==> src/rtl/hwpe_ctrl_regfile_pkg.sv <==
// Shared types and helpers for the multi-port HWPE control register file.
// Optional per-byte parity is enabled with HWPE_CTRL_REGFILE_PARITY_EN.
package hwpe_ctrl_regfile_pkg;

  localparam int MAX_RPORTS = 4;

  typedef enum logic {
    IDLE,
    CLEAR
  } regfile_clr_state_e;

  function automatic logic byte_parity(input logic [7:0] b);
    return ^b;
  endfunction

endpackage

==> src/rtl/hwpe_ctrl_regfile_rport.sv <==
// One registered read port with write-first bypass of the in-flight write.
// With HWPE_CTRL_REGFILE_PARITY_EN it also flags stored-parity mismatches.
module hwpe_ctrl_regfile_rport
  import hwpe_ctrl_regfile_pkg::*;
#(
  parameter int NUM_WORDS   = 32,
  parameter int DATA_WIDTH  = 32,
  parameter int WRITE_FIRST = 1,
  parameter int ADDR_WIDTH  = $clog2(NUM_WORDS),
  parameter int NUM_BYTE    = DATA_WIDTH / 8
) (
`ifdef HWPE_CTRL_REGFILE_PARITY_EN
  input  logic [NUM_WORDS-1:0][NUM_BYTE-1:0]   par,
  output logic                                 perr,
`endif
  input  logic                                 clk,
  input  logic                                 rst,
  input  logic                                 en,
  input  logic [ADDR_WIDTH-1:0]                addr,
  input  logic [NUM_WORDS-1:0][DATA_WIDTH-1:0] mem,
  input  logic                                 clr_zero,
  input  logic                                 wr_en,
  input  logic [ADDR_WIDTH-1:0]                wr_addr,
  input  logic [NUM_BYTE-1:0][7:0]             wr_data,
  input  logic [NUM_BYTE-1:0]                  wr_be,
  output logic [DATA_WIDTH-1:0]                data,
  output logic                                 valid
);

  logic                     hit;
  logic [NUM_BYTE-1:0]      byp;
  logic [NUM_BYTE-1:0][7:0] word;

  always_comb begin
    hit  = 32'(addr) < NUM_WORDS;
    byp  = '0;
    word = '0;
    if (hit) word = mem[addr];
    if (WRITE_FIRST != 0 && wr_en && wr_addr == addr) byp = wr_be;
    for (int j = 0; j < NUM_BYTE; j++)
      if (byp[j]) word[j] = wr_data[j];
    // a same-cycle single-shot clear reads back as zero
    if (WRITE_FIRST != 0 && clr_zero) word = '0;
  end

`ifdef HWPE_CTRL_REGFILE_PARITY_EN
  logic err;

  always_comb begin
    err = 1'b0;
    if (hit && !(WRITE_FIRST != 0 && clr_zero))
      for (int j = 0; j < NUM_BYTE; j++)
        if (!byp[j] &&
            par[addr][j] != byte_parity(mem[addr][j*8 +: 8]))
          err = 1'b1;
  end

  always_ff @(posedge clk) begin
    if (rst) perr <= 1'b0;
    else     perr <= en && err;
  end
`endif

  always_ff @(posedge clk) begin
    if (rst) begin
      data  <= '0;
      valid <= 1'b0;
    end else begin
      valid <= en;
      if (en) data <= word;
    end
  end

endmodule

==> src/rtl/hwpe_ctrl_regfile_mp.sv <==
// Flip-flop regfile: N registered read ports, byte-enabled write, clear.
// Optional per-byte parity is enabled with HWPE_CTRL_REGFILE_PARITY_EN.
module hwpe_ctrl_regfile_mp
  import hwpe_ctrl_regfile_pkg::*;
#(
  parameter int NUM_WORDS   = 32,
  parameter int DATA_WIDTH  = 32,
  parameter int NUM_RPORTS  = 2,
  parameter int CLEAR_SWEEP = 0,
  parameter int WRITE_FIRST = 1,
  parameter int ADDR_WIDTH  = $clog2(NUM_WORDS),
  parameter int NUM_BYTE    = DATA_WIDTH / 8
) (
`ifdef HWPE_CTRL_REGFILE_PARITY_EN
  input  logic                                  force_parity_flip,
  output logic [NUM_RPORTS-1:0]                 parity_err,
`endif
  input  logic                                  clk,
  input  logic                                  rst,
  input  logic                                  clear,
  output logic                                  busy,
  input  logic [NUM_RPORTS-1:0]                 ReadEnable,
  input  logic [NUM_RPORTS-1:0][ADDR_WIDTH-1:0] ReadAddr,
  output logic [NUM_RPORTS-1:0][DATA_WIDTH-1:0] ReadData,
  output logic [NUM_RPORTS-1:0]                 ReadValid,
  input  logic                                  WriteEnable,
  input  logic [ADDR_WIDTH-1:0]                 WriteAddr,
  input  logic [NUM_BYTE-1:0][7:0]              WriteData,
  input  logic [NUM_BYTE-1:0]                   WriteBE,
  output logic [NUM_WORDS-1:0][DATA_WIDTH-1:0]  MemContent
);

  regfile_clr_state_e                   state;
  logic [ADDR_WIDTH-1:0]                cnt;
  logic [NUM_WORDS-1:0][DATA_WIDTH-1:0] mem;
  logic                                 in_clear;
  logic                                 clr_all;
  logic                                 wr_ok;
  logic [NUM_RPORTS-1:0]                rd_en;

  assign in_clear = state == CLEAR;
  assign clr_all  = CLEAR_SWEEP == 0 && clear;
  assign wr_ok    = WriteEnable && !in_clear && !clear &&
                    32'(WriteAddr) < NUM_WORDS;
  assign rd_en    = ReadEnable & {NUM_RPORTS{!in_clear}};
  assign MemContent = mem;

  always_ff @(posedge clk) begin
    if (rst) begin
      state <= IDLE;
      cnt   <= '0;
      busy  <= 1'b0;
    end else if (CLEAR_SWEEP != 0) begin
      unique case (state)
        IDLE: begin
          if (clear) begin
            state <= CLEAR;
            cnt   <= '0;
            busy  <= 1'b1;
          end
        end
        CLEAR: begin
          if (clear) begin
            cnt <= '0;
          end else if (cnt == ADDR_WIDTH'(NUM_WORDS - 1)) begin
            state <= IDLE;
            busy  <= 1'b0;
          end else begin
            cnt <= cnt + 1'b1;
          end
        end
        default: state <= IDLE;
      endcase
    end
  end

  always_ff @(posedge clk) begin
    if (rst || clr_all) begin
      mem <= '0;
    end else if (in_clear) begin
      mem[cnt] <= '0;
    end else if (wr_ok) begin
      for (int j = 0; j < NUM_BYTE; j++)
        if (WriteBE[j]) mem[WriteAddr][j*8 +: 8] <= WriteData[j];
    end
  end

`ifdef HWPE_CTRL_REGFILE_PARITY_EN
  logic [NUM_WORDS-1:0][NUM_BYTE-1:0] par;

  always_ff @(posedge clk) begin
    if (rst || clr_all) begin
      par <= '0;
    end else if (in_clear) begin
      par[cnt] <= '0;
    end else if (wr_ok) begin
      for (int j = 0; j < NUM_BYTE; j++)
        if (WriteBE[j])
          par[WriteAddr][j] <= byte_parity(WriteData[j]) ^ force_parity_flip;
    end
  end
`endif

  for (genvar p = 0; p < NUM_RPORTS; p++) begin : g_rport
    hwpe_ctrl_regfile_rport #(
      .NUM_WORDS   (NUM_WORDS),
      .DATA_WIDTH  (DATA_WIDTH),
      .WRITE_FIRST (WRITE_FIRST),
      .ADDR_WIDTH  (ADDR_WIDTH),
      .NUM_BYTE    (NUM_BYTE)
    ) u_rport (
`ifdef HWPE_CTRL_REGFILE_PARITY_EN
      .par      (par),
      .perr     (parity_err[p]),
`endif
      .clk      (clk),
      .rst      (rst),
      .en       (rd_en[p]),
      .addr     (ReadAddr[p]),
      .mem      (mem),
      .clr_zero (clr_all),
      .wr_en    (wr_ok),
      .wr_addr  (WriteAddr),
      .wr_data  (WriteData),
      .wr_be    (WriteBE),
      .data     (ReadData[p]),
      .valid    (ReadValid[p])
    );
  end

endmodule

==> config.mk <==
export PLATFORM = sky130hd
export DESIGN_NAME = hwpe_ctrl_regfile_mp
export DESIGN_NICKNAME = d
export VERILOG_FILES = /design/src/rtl/hwpe_ctrl_regfile_pkg.sv /design/src/rtl/hwpe_ctrl_regfile_rport.sv /design/src/rtl/hwpe_ctrl_regfile_mp.sv
export SDC_FILE = /design/constraint.sdc
export NUM_CORES = 2
export LEC_CHECK = 0
export CORE_AREA = 2 2 452 454
export CTS_CLUSTER_DIAMETER = 150
export DETAILED_ROUTE_END_ITERATION = 10
export DIE_AREA = 0 0 454 456
export GPL_ROUTABILITY_DRIVEN = 0
export PLACE_DENSITY = 0.5
export REMOVE_ABC_BUFFERS = 1
export SLEW_MARGIN = 25
export SYNTH_ARGS = -nofsm -noshare
export SYNTH_HDL_FRONTEND = slang
export SYNTH_HIERARCHICAL = 1
export SYNTH_SLANG_ARGS = --single-unit
==> constraint.sdc <==
create_clock -name clk -period 5.31 [get_ports clk]
set_clock_uncertainty 0.05 [all_clocks]
set_input_delay 0.531 -clock clk [delete_from_list [all_inputs] [get_ports clk]]
set_output_delay 0.531 -clock clk [all_outputs]
set_load 0.01 [all_outputs]
Word-level counts from Yosys, hierarchy flattened. Cells that the tools add are included.

Add/subtract/negate cells: 0. Reductions and logical operators: 6. Equality and inequality tests: 2. Bitwise logic cells: 0. Shifts and indexed selects: 0. Div/mod/pow operators: 0. Magnitude comparators: 4. $mul: 0. Multiplexer cells: 39.

Operators by type and width (count): 2-to-1 mux 1024 bit (11); bitwise mux 1024 bit (4); demux 32 bit (select 5 bit) (4); binary-select mux 32 bit (select 5 bit) (2); 2-to-1 mux 32 bit (5); 2-to-1 mux 8 bit (9); 2-to-1 mux 24 bit (1); less-than comparator 5 x 6 -> 1 bit, second input constant (3); 2-to-1 mux 16 bit (1); equality test 5 bit (2); 2-to-1 mux 4 bit (2); >= comparator 5 x 1 -> 1 bit, second input constant (1); logical AND 1 bit (4); zero test 1 bit (1); logical OR 1 bit (1).

Bits in registers: 1090. Memories: 0. Latch bits: 0. Logic and storage cells: 87. Bits of input ports: 57. Output and inout bits: 1091. Bits in writable memories: 0. Bits in read-only memories: 0.

Logic depth before layout (Yosys ltp).
Depth after elaboration: 19. Mapped depth: 10. Gate-level depth less buffers: 6.

Modules after synthesis. The synthesis kept the hierarchy.

Modules (own cells, without submodules): hwpe_ctrl_regfile_mp (cells an instance 3522, seq. area each 20499.7 sq um, times used 1, area each 38250.4 sq um); hwpe_ctrl_regfile_rport (cells an instance 880, seq. area each 660.6 sq um, times used 2, area each 9803.2 sq um).

Worst setup path after synthesis. OpenSTA, ideal clock, no wires.

Path type: input -> register. Start: in ReadAddr[0] (netlist bit). End: reg g_rport[0].u_rport.data[30]. Cell stages on the path: 8. Slack: 3.176 ns. Setup time: 0.134 ns. Buffers on the path: 3. Required time: 5.126 ns. Arrival: 1.950 ns. Path through: buf_6 > buf_6 > buf_6 > mux4_1 > o22ai_1 > nor2_1 > nor3b_1 > a211oi_1.

Cells in the longest elaborated chain, start to end: 5. Elaborated cells on any way between the ends: 7. Classes of those cells: 1 x eq/ne; 5 x mux; 1 x reduce/logical.

Ends and longest elaborated chain: from (decl) (line hwpe_ctrl_regfile_mp.sv:23) `input logic [NUM_RPORTS-1:0][ADDR_WIDTH-1:0] ReadAddr,`; parallel branches: the longest is 3 deep, another holds binary-select mux 32 bit (select 5 bit); 2-to-1 mux 8 bit * (line hwpe_ctrl_regfile_rport.sv:41) `if (byp[j]) word[j] = wr_data[j];`; 2-to-1 mux 32 bit * (line hwpe_ctrl_regfile_rport.sv:43) `if (WRITE_FIRST != 0 && clr_zero) word = '0;`; to (signal assigned) (line hwpe_ctrl_regfile_rport.sv:70) `if (en) data <= word;`; to (decl) (line hwpe_ctrl_regfile_rport.sv:26) `output logic [DATA_WIDTH-1:0] data,`.

Mark *: on every way between the ends. The select of a mux whose other input is x is not followed. A chain may end at the register's enable or synchronous reset.

Worst setup path after layout.
Start: in WriteAddr[4]. End: reg g_rport[1].u_rport.data[16].

Cells in the longest elaborated chain, start to end: 5.

Ends and longest elaborated chain: from (decl) (line hwpe_ctrl_regfile_mp.sv:27) `input logic [ADDR_WIDTH-1:0] WriteAddr,`; equality test 5 bit (line hwpe_ctrl_regfile_rport.sv:39) `if (WRITE_FIRST != 0 && wr_en && wr_addr == addr) byp = wr_be;`; logical AND 1 bit (line hwpe_ctrl_regfile_rport.sv:39); 2-to-1 mux 4 bit (line hwpe_ctrl_regfile_rport.sv:39); 2-to-1 mux 8 bit (line hwpe_ctrl_regfile_rport.sv:41); 2-to-1 mux 32 bit (line hwpe_ctrl_regfile_rport.sv:43); to (signal assigned) (line hwpe_ctrl_regfile_rport.sv:70); to (decl) (line hwpe_ctrl_regfile_rport.sv:26).

Every way passes these cells.

==> impl.org <==
** Timing
- Setup TNS Final :: 0 ns
- Derived from the worst setup path, the maximum achievable clock frequency is 329.7 MHz.
- Endpoints failing hold :: 0
- Crit share post-route :: 57.11%
- At the pin with the least slew margin, the transition time is 1.091 ns.
- Setup violations remaining at the end of the flow were counted as 0.
- Hold slack :: 0.1592 ns
- Setup ws final :: 2.277 ns
- Number of max-slew violations in the final report :: 0
- Setup repair after global routing left no endpoint under its margin.
- Final critical path time including I/O delays and setup :: 3.033 ns
- Headroom to the max-slew limit came out at 27.29%.

** Placement
- Count of input and output buffers :: 1,146
- Before CTS, the worst setup slack after placement is 1.558 ns.
- Placement Cell Area :: 71,170 um2
- Post-DP HPWL :: 243,000 um

** Finish
- Relative to the synthesized area, the layout overhead comes to 30.94%.
- Final Cell Area :: 75,760 um2
- After the last flow step, the layout net total stands at 6,283.
- Most common library cell in the layout ignoring fill and taps :: sky130_fd_sc_hd__mux2i_1
- In the layout the commonest cells are sky130_fd_sc_hd__mux2i_1, sky130_fd_sc_hd__nand2_1, sky130_fd_sc_hd__clkdlybuf4s50_1.
- In the final layout, the share of cells above drive strength 1 is 14.97%.
- The layout has 19,800 filler cells.

** Detailed routing
- For this run, the detailed router's first-pass iteration total came to 5.
- Vias/cell :: 5.637
- Routed length per placed instance :: 36.54 um
- Vias :: 50,790
- The detail route stage leaves a number of antenna-violating nets equal to 0.
- DRC violations left :: 0
- After detailed routing, the wire length on met1 is 131,300 um.
- The routed design uses 23,860 um of met3 wire.
- In this run the top signal layer used is met5.
- In this run, the number of DRC markers left after iteration 0 of detailed routing was 5,060.
- Total length of routed wires :: 329,200 um
- Detailed routing placed a total of 151,200 um of wire on met2.

** Critical path
- The worst setup path is launched from an input pin.
- Startpoint-to-endpoint class of the critical path :: input pin to flip-flop
- STA classifies the critical path endpoint as a flip-flop.
- Data arrival at the endpoint of the critical path :: 3.73 ns
- Of all nets on the critical path, the largest fanout is 18.
- Data on the critical path is required at its endpoint by 6.01 ns.

** Yosys
- Yosys printed 6 warnings.
- Counting every instance in the synthesized netlist gives 5,282.
- Post-synthesis register bit count :: 1,090
- Synthesized area per cell :: 10.95 um2
- Flip-flop cell with the highest count after synthesis :: sky130_fd_sc_hd__dfxtp_1
- Summing every instance area after synthesis gives 57,860 um2.
- Synth unique cells :: 60
- Post-synthesis async set-or-reset flop share :: 0%
- Sequential elements use 37.72% of the synthesized area.
- Count of flip-flops with a built-in enable after synthesis :: 0

** Floorplan
- The region available for standard cell placement spans 201,700 um2.
- Standard-cell row count :: 165
- Ports placed on the boundary :: 1,148
- Initial cell density of the core :: 28.68%
- Die area :: 207,000 um2
- Die height :: 456 um
- The floorplan step set the die width to 454 um.

** Clocking
- Count of buffers added by post-CTS timing repair for setup :: 0
- The later pin in the worst-skew pair is clocked with a latency of 0.82 ns.
- Clock Sink Count :: 1,090
- CTS H-tree depth :: 4
- Bufs on Longest Clock Path :: 3
- Post-CTS Hold Fix Bufs :: 0
- Post-CTS Resized :: 0
- CTS root buf :: sky130_fd_sc_hd__clkbuf_16
- Counting the buffers created by CTS gives 138.
- Clock slew seen by the registers of the worst setup and hold paths :: 0.06 ns
- TritonCTS built the clock tree.

** Power
- IR analysis of the VDD net gives a maximum drop of 0.3185 mV.
- Power spread over the standard cell area amounts to 258.2 nW/um2.
- Static Leak :: 0.03196 uW

** Worst hold path
- The tightest min-delay check is of the input pin to flip-flop type.

** GRT
- The via count of the first global-routing pass is 48,670.
- The first global-routing pass estimated 438,300 um of wire.
- Pin count of the biggest net entering global routing :: 182
- Global routing finished with a remaining overflow of 0.
- The initial antenna violation count came to 35.
- In the global route stage, overall resource usage came out at 30.59%.

** Job
- Across the run, the number of max-cap violations was 0.

** Status
- The flow ran to the end, and the final reports show no timing, DRC or antenna violations.
==> cell usage after synthesis, types with 8 or more instances <==
cell,n,share of area [%]
sky130_fd_sc_hd__buf_12,8,0.28
sky130_fd_sc_hd__buf_4,67,0.87
sky130_fd_sc_hd__o2111ai_1,26,0.39
sky130_fd_sc_hd__mux2_2,36,0.70
sky130_fd_sc_hd__dfxtp_1,1090,38
sky130_fd_sc_hd__and4bb_2,11,0.24
sky130_fd_sc_hd__buf_1,31,0.20
sky130_fd_sc_hd__buf_2,95,0.82
sky130_fd_sc_hd__nand4_1,26,0.28
sky130_fd_sc_hd__and3_1,32,0.35
sky130_fd_sc_hd__nand2_2,44,0.48
sky130_fd_sc_hd__a2111oi_0,12,0.18
sky130_fd_sc_hd__o221ai_1,22,0.33
sky130_fd_sc_hd__buf_6,55,1.1
sky130_fd_sc_hd__xnor2_1,8,0.12
sky130_fd_sc_hd__a22oi_1,34,0.44
sky130_fd_sc_hd__nor3_1,36,0.31
sky130_fd_sc_hd__o21ai_1,12,0.10
sky130_fd_sc_hd__nand3_1,14,0.12
sky130_fd_sc_hd__a22o_1,14,0.21
sky130_fd_sc_hd__a211oi_1,8,0.10
sky130_fd_sc_hd__mux4_2,374,15
sky130_fd_sc_hd__nor2_1,57,0.37
sky130_fd_sc_hd__mux2i_1,1164,20
sky130_fd_sc_hd__nor4_1,8,0.087
sky130_fd_sc_hd__a21oi_1,56,0.48
sky130_fd_sc_hd__buf_8,8,0.21
sky130_fd_sc_hd__a41o_1,12,0.21
sky130_fd_sc_hd__clkbuf_1,209,1.4
sky130_fd_sc_hd__o21ai_0,76,0.66
sky130_fd_sc_hd__mux4_1,46,2.1
sky130_fd_sc_hd__and4b_1,14,0.24
sky130_fd_sc_hd__nand2_1,1154,7.5
sky130_fd_sc_hd__nand2_4,8,0.16
sky130_fd_sc_hd__o22ai_1,200,2.2
sky130_fd_sc_hd__nor2b_1,29,0.31
sky130_fd_sc_hd__a32oi_1,10,0.15
sky130_fd_sc_hd__and2_0,8,0.087
sky130_fd_sc_hd__nand2_8,72,2.5
sky130_fd_sc_hd__nand2b_1,32,0.35
sky130_fd_sc_hd__o21a_1,8,0.10
==> layer usage <==
layer / up-vias / GRT usage [%]
met4: 32 / 18.46
met5: - / 0
met1: 26130 / 38.20
met3: 634 / 6.259
li1: 21350 / -
met2: 2637 / 48.35
==> metrics by stage <==
step	power [uW]	cells	utilization [%]
6_report	19560	9010	37.56
5_1_grt	20050	9003	37.55
4_1_cts	19700	8998	37.55
3_5_place_dp	10000	8758	35.29
3_3_place_gp	9998	8756	35.28
2_1_floorplan	9013	4807	-
==> registers in the layout, summed over array words and instances (netlist names) <==
register / cells
g_rport.u_rport/valid: 2
MemContent: 1024
g_rport.u_rport/data: 64
==> final cells by class <==
| cell class | count | area [um2] | share of cell area (%) |
|---|---|---|---|
| Clock inverter | 28 | 337.8 | 0.4459 |
| Timing Repair Buffer | 1279 | 12660 | 16.72 |
| Inverter | 4 | 15.01 | 0.01982 |
| Antenna cell | 12 | 30.03 | 0.03964 |
| Clock buffer | 212 | 4218 | 5.567 |
| Tap cell | 2672 | 3343 | 4.413 |
| Multi-Input combinational cell | 3713 | 33330 | 44.00 |
| Sequential cell | 1090 | 21820 | 28.80 |
==> worst paths after layout <==
check	from	slack, ns	cells after the start	end
worst min-delay path	rst	0.16	3	g_rport[0].u_rport/data[16]
worst min register to register	g_rport[1].u_rport/data[8]	0.40	2	g_rport[1].u_rport/data[8]
worst max register to register	MemContent[33]	2.92	6	g_rport[0].u_rport/data[1]
worst max-delay path	WriteAddr[4]	2.28	6	g_rport[1].u_rport/data[16]
==> worst max-delay path: stages <==
cell and delay, ns:
sky130_fd_sc_hd__clkdlybuf4s50_1 0.85, sky130_fd_sc_hd__xnor2_1 0.71, sky130_fd_sc_hd__nand4_2 0.67, sky130_fd_sc_hd__and2_0 0.55, sky130_fd_sc_hd__a41o_1 0.25, sky130_fd_sc_hd__a21oi_1 0.13
==> cell families (layout without fill, tap and decap cells) <==
group | count (synthesis) | after routing | synth area share [%]
buf+inv | 479 | 1523 | 4.846
xor+xnor | 10 | 10 | 0.1773
flops | 1090 | 1090 | 37.72
other cells | 1 | 13 | 0.006482
mux | 1620 | 1620 | 37.49
compound gates | 504 | 504 | 5.744
simple gates | 1578 | 1578 | 14.02
==> report_power, final <==
part / switching, uW / total, uW / internal, uW
Clock: 4030 / 9720 / 5690
Sequential: 24.6 / 8220 / 8200
Combinational: 1170 / 1610 / 441
Total: 5230 / 19600 / 14300
Note: power is estimated with default switching activity, not from simulation.
